**src/rtl/tpu_pkg.sv**
```systemverilog
// tpu_pkg: shared definitions for the systolic-array operand path.
//   - feeder_state_e : skew feeder FSM states
//   - FEED_DIM_DEF / FEED_STEPS_DEF : default tile size and its stream length
//   - feed_steps()   : stream length (2*DIM-1) for an arbitrary tile size
package tpu_pkg;

  typedef enum logic {
    IDLE   = 1'b0,
    STREAM = 1'b1
  } feeder_state_e;

  localparam int FEED_DIM_DEF   = 8;
  // A skewed DIMxDIM tile occupies 2*DIM-1 wavefront steps.
  localparam int FEED_STEPS_DEF = 2 * FEED_DIM_DEF - 1;

  function automatic int feed_steps(input int dim);
    return 2 * dim - 1;
  endfunction

endpackage

```
**src/rtl/skew_lane.sv**
```systemverilog
// skew_lane: one lane of the skew feeder.
// Holds DIM operand entries for lane LANE. While the stream advances, this
// lane outputs entry (cnt - LANE) when that index is in range, else zero.
// Ports:
//   clk, rst_n : clock, async active-low reset (clears storage and output)
//   i_we       : write the whole row from i_din
//   i_din      : DIM operand elements, i_din[k] -> entry k
//   i_cnt      : shared stream step counter
//   i_clr      : force output to zero (idle / end of stream)
//   i_adv      : advance one step (load output from the indexed entry)
//   o_out      : registered operand for this lane
module skew_lane
  import tpu_pkg::*;
#(
  parameter int BITS_AB = 8,
  parameter int DIM     = FEED_DIM_DEF,
  parameter int LANE    = 0,
  parameter int CW      = $clog2(2 * DIM)
) (
  input  logic                          clk,
  input  logic                          rst_n,
  input  logic                          i_we,
  input  logic [DIM-1:0][BITS_AB-1:0]   i_din,
  input  logic [CW-1:0]                 i_cnt,
  input  logic                          i_clr,
  input  logic                          i_adv,
  output logic [BITS_AB-1:0]            o_out
);

  localparam int IW = $clog2(DIM);

  logic [BITS_AB-1:0] r_mem [DIM];
  logic [BITS_AB-1:0] r_out;
  logic [CW:0]        w_idx;
  logic               w_vld;

  // One extra bit so cnt < LANE wraps to a large value and fails the range test.
  assign w_idx = {1'b0, i_cnt} - (CW+1)'(LANE);
  assign w_vld = (w_idx < (CW+1)'(DIM));

  always_ff @(posedge clk or negedge rst_n) begin
    if (!rst_n) begin
      for (int k = 0; k < DIM; k++) r_mem[k] <= '0;
    end else if (i_we) begin
      for (int k = 0; k < DIM; k++) r_mem[k] <= i_din[k];
    end
  end

  always_ff @(posedge clk or negedge rst_n) begin
    if (!rst_n)      r_out <= '0;
    else if (i_clr)  r_out <= '0;
    else if (i_adv)  r_out <= w_vld ? r_mem[w_idx[IW-1:0]] : '0;
  end

  assign o_out = r_out;

endmodule

```
**src/rtl/skew_feeder.sv**
```systemverilog
// skew_feeder: operand staging buffer in front of a systolic array port.
// Loads a DIMxDIM tile one lane-vector at a time while idle, then streams it
// with lane i delayed by i cycles so each array row/column sees its operands
// aligned with the wavefront.
// Ports:
//   clk, rst_n : clock, async active-low reset
//   WrEn, Lane, Din : lane-vector write (ignored while streaming)
//   start      : begin streaming the stored tile (ignored while streaming)
//   en         : advance enable, the stream stalls while low
//   Aout       : registered skewed operand vector
//   busy       : high while streaming
//   done       : one-cycle pulse with the final vector on Aout
module skew_feeder
  import tpu_pkg::*;
#(
  parameter int BITS_AB = 8,
  parameter int DIM     = FEED_DIM_DEF
) (
  input  logic                                clk,
  input  logic                                rst_n,
  input  logic                                WrEn,
  input  logic [$clog2(DIM)-1:0]              Lane,
  input  logic signed [DIM-1:0][BITS_AB-1:0]  Din,
  input  logic                                start,
  input  logic                                en,
  output logic signed [DIM-1:0][BITS_AB-1:0]  Aout,
  output logic                                busy,
  output logic                                done
);

  localparam int CW    = $clog2(2 * DIM);
  localparam int LW    = $clog2(DIM);
  localparam int STEPS = feed_steps(DIM);

  feeder_state_e r_state;
  logic [CW-1:0] r_cnt;
  logic          r_done;

  logic          w_idle;
  logic          w_clr;
  logic          w_adv;
  logic [DIM-1:0][BITS_AB-1:0] w_out;

  assign w_idle = (r_state == IDLE);
  // The done cycle still counts as streaming; the following edge returns
  // everything to idle regardless of en, so done is a single-cycle pulse.
  assign w_clr  = w_idle || r_done;
  assign w_adv  = !w_idle && !r_done && en;

  always_ff @(posedge clk or negedge rst_n) begin
    if (!rst_n) begin
      r_state <= IDLE;
      r_cnt   <= '0;
      r_done  <= 1'b0;
    end else begin
      case (r_state)
        IDLE: begin
          r_cnt  <= '0;
          r_done <= 1'b0;
          if (start) r_state <= STREAM;
        end
        STREAM: begin
          if (r_done) begin
            r_state <= IDLE;
            r_done  <= 1'b0;
            r_cnt   <= '0;
          end else if (en) begin
            r_cnt <= r_cnt + 1'b1;
            if (r_cnt == CW'(STEPS - 1)) r_done <= 1'b1;
          end
        end
        default: r_state <= IDLE;
      endcase
    end
  end

  for (genvar g = 0; g < DIM; g++) begin : g_lane
    logic w_we;
    assign w_we = w_idle && WrEn && (Lane == LW'(g));

    skew_lane #(
      .BITS_AB (BITS_AB),
      .DIM     (DIM),
      .LANE    (g),
      .CW      (CW)
    ) u_lane (
      .clk   (clk),
      .rst_n (rst_n),
      .i_we  (w_we),
      .i_din (Din),
      .i_cnt (r_cnt),
      .i_clr (w_clr),
      .i_adv (w_adv),
      .o_out (w_out[g])
    );

    assign Aout[g] = w_out[g];
  end

  assign busy = !w_idle;
  assign done = r_done;

endmodule

```
**config.mk**
```make
export PLATFORM = sky130hd
export DESIGN_NAME = skew_feeder
export DESIGN_NICKNAME = d
export VERILOG_FILES = /design/src/rtl/tpu_pkg.sv /design/src/rtl/skew_lane.sv /design/src/rtl/skew_feeder.sv
export SDC_FILE = /design/constraint.sdc
export NUM_CORES = 1
export LEC_CHECK = 0
export ABC_CLOCK_PERIOD_IN_PS = 2800
export CAP_MARGIN = 25
export CORE_UTILIZATION = 40
export DETAILED_ROUTE_END_ITERATION = 7
export PLACE_DENSITY = 0.53
export SYNTH_ARGS = -nofsm -noshare
export SYNTH_HDL_FRONTEND = slang
export SYNTH_HIERARCHICAL = 1
export SYNTH_SLANG_ARGS = --single-unit
```
**constraint.sdc**
```tcl
create_clock -name clk -period 2.8 [get_ports clk]
set_clock_uncertainty 0.1 [all_clocks]
set_input_delay 0.84 -clock clk [delete_from_list [all_inputs] [get_ports clk]]
set_output_delay 0.84 -clock clk [all_outputs]
set_load 0.02 [all_outputs]
```
==> results.cfg <==
[status]
status = finished, final reports clean

[detailed_routing]
drt-initial-drc-count = 1014
via_per_inst = 5.57
drc = 0
postRouteAntennaNets = 0
first_pass_iters = 5
routed_wire_length_per_instance_um = 28.1
num_vias = 15900
routed_wl_um = 80200

[place]
dpl_cell_area_sq_mm = 0.0294
io_buffers = 137
place_congestion = 0.816
place_inst = 2731
pre_cts_ws_ns = -0.310
hpwl_um = 55800

[setup_path]
critPathLaunchType = flop
crit_fanout = 2
r2r-start = r_cnt[1]
required_ns = 1.86
crit_family = buffers and inverters
cp_slowest_cell = clkdlybuf4s50_1
crit_arrival_ns = 1.73
cp-end-kind = primary output
path_cells = clkdlybuf4s50_1
path_class = reg -> out
critPathLaunch = g_lane[2].u_lane/o_out[5]
crit_path_max_incr_delay_ns = 0.66
critical_path_buf_inv_count = 1

[yosys]
yosys.area.top_type = dfrtp_1
synth_ff_type = dfrtp_1
syn_inst = 1741
ys_seq_elements = 582
netlist_area_sq_mm = 0.0264
synth.distinct_cells = 51
async_flop_share = 1.00
yosys.area.top_type_share = 0.553
synth_edf_count = 0
synthTopCellsByArea = dfrtp_1, mux2_2, mux2i_1
synth.avg_cell_area_sq_um = 15.1
ys_seq_area_frac = 0.553
syn-num-nets = 1821
yosys_warnings = 6

[finish]
area_growth_pct = 19.6
nFillCells = 5612
n_antenna_cell = 0
finalInstanceArea_sq_mm = 0.0315
nNetsFinal = 2025
drive_gt1_frac = 0.394
multi_input_area_sq_mm = 0.0110
fin_cells = 2851
final_core_util = 0.486
area.sequential_sq_mm = 0.0146

[sta]
setup_violations = 0
hold_viol = 0
rsz0062_at_grt = false
fin_ws_ns = 0.133
fin_crit_ns = 2.67
drv_slew = 0
relSlewSlack = 0.363
setup_tns_ns = 0
tightest_slew_ns = 0.953
timing.fmax_ghz = 0.375
fin_crit_sh = 0.953

[die]
die_y_um = 259
die_w_um = 259
num_io_pins = 138
core_sq_mm = 0.0648
start_util = 0.407
design.die.area_sq_mm = 0.0669
num_rows = 93

[global_routing]
track_usage = 0.246
grt.overflow.total = 0
grt_pass1_wl_um = 118000
grt_max_degree = 89
antenna_found_initial = 4
grt_pass1_vias = 16800

[power]
p_per_area_mw_per_mm2 = 1170
leakage_nw = 14.5
worst_ir_drop_vdd_mv = 0.556

[clocking]
tritoncts.num_buffers = 67
cts_setup_buffers = 0
clk_pin_slew_ns = 0.06
cts.sinks = 582
clockBufferDepth = 3
cts_resized = 0
insertion_delay_ns = 0.61
h-tree-depth = 3
cts_tree = done
clockRootBuffer = clkbuf_16
postCtsHoldBufs = 0

[hold_path]
hp-class = in -> async

[flow_run]
cap_viol_max_count = 0
==> power by group <==
part / leakage (nW) / internal (W) / switching [W]
logic: 5.69 / 0.00704 / 0.00789
registers: 7.72 / 0.0115 / 0.00174
clock network: 1.07 / 0.00509 / 0.00351
==> layer usage <==
layer	GRT usage	routed length, um	vias up
li1	-	-	6832
met1	0.344	36600	8598
met2	0.396	38300	357
met3	0.0381	3600	97
met4	0.0676	1710	0
met5	0	0	-
==> cell usage in the layout, fill, tap and decap left out, types with 19 or more instances in the layout <==
cell type / netlist / routed
nand2b_1: 19 / 19
o31ai_1: 39 / 39
dfrtp_1: 582 / 579
buf_4: 2 / 66
mux2i_1: 155 / 155
mux4_2: 53 / 53
clkbuf_16: 0 / 68
buf_12: 10 / 38
nand2_1: 74 / 74
clkdlybuf4s50_1: 0 / 136
nor2_1: 27 / 21
nor2b_1: 21 / 21
mux2_2: 498 / 498
mux2_1: 44 / 44
==> through the flow <==
step / hold WS, ns / power [W]
2_1_floorplan: 0.357 / 0.0225
4_1_cts: 0.0374 / 0.0372
5_1_grt: 0.0585 / 0.0386
6_report: 0.0593 / 0.0368
3_3_place_gp: 0.353 / 0.0281
3_5_place_dp: 0.358 / 0.0285
==> flip-flops by register name, indices dropped and copies added, names as in the netlist <==
| register | flops |
|---|---|
| done | 1 |
| busy | 1 |
| g_lane.u_lane/o_out | 64 |
| r_cnt | 4 |
| g_lane.u_lane/r_mem | 512 |
==> final timing paths <==
check,endpoint,slack [ns],depth (start not counted)
worst min register to register,g_lane[4].u_lane/o_out[7],0.36,2
worst max-delay path,Aout[21],0.13,1
min in group clk,g_lane[4].u_lane/o_out[7],0.36,2
worst max register to register,g_lane[1].u_lane/o_out[0],0.16,6
worst min-delay path,g_lane[2].u_lane/o_out[2],0.06,1
max in group asynchronous,r_cnt[1],1.67,2
==> Yosys cell counts, types with 8 or more instances <==
cell	count
nor2_1	27
nand2b_1	19
mux2i_1	155
o31ai_1	39
buf_2	57
clkbuf_1	10
nand2_1	74
mux4_2	53
mux2_1	44
buf_12	10
o22ai_1	15
o41ai_1	11
mux2_2	498
a22oi_1	12
buf_6	16
mux4_1	11
nor2b_1	21
dfrtp_1	582
ha_1	8
a22o_1	8
==> cells by family after synthesis <==
| group | Yosys count | share of synthesized area |
|---|---|---|
| muxes | 761 | 0.347 |
| and+or+nand+nor | 157 | 0.0287 |
| xor gates and xnor gates | 5 | 0.00366 |
| AOI/OAI and AO/OA | 113 | 0.0334 |
| buffers and inverters | 115 | 0.0311 |
| adders and majority gates | 8 | 0.00380 |
| DFF | 582 | 0.553 |
==> cell type report <==
cell class                 count  share of cell area
timing repair buffer         241              0.0835
clock buffer                  96              0.0611
multi-input combinational   1044               0.351
sequential                   582               0.462
clock inverter                24             0.00735
inverter                       9             0.00107
tap                          855              0.0339
(Power assumes the default switching activity.)
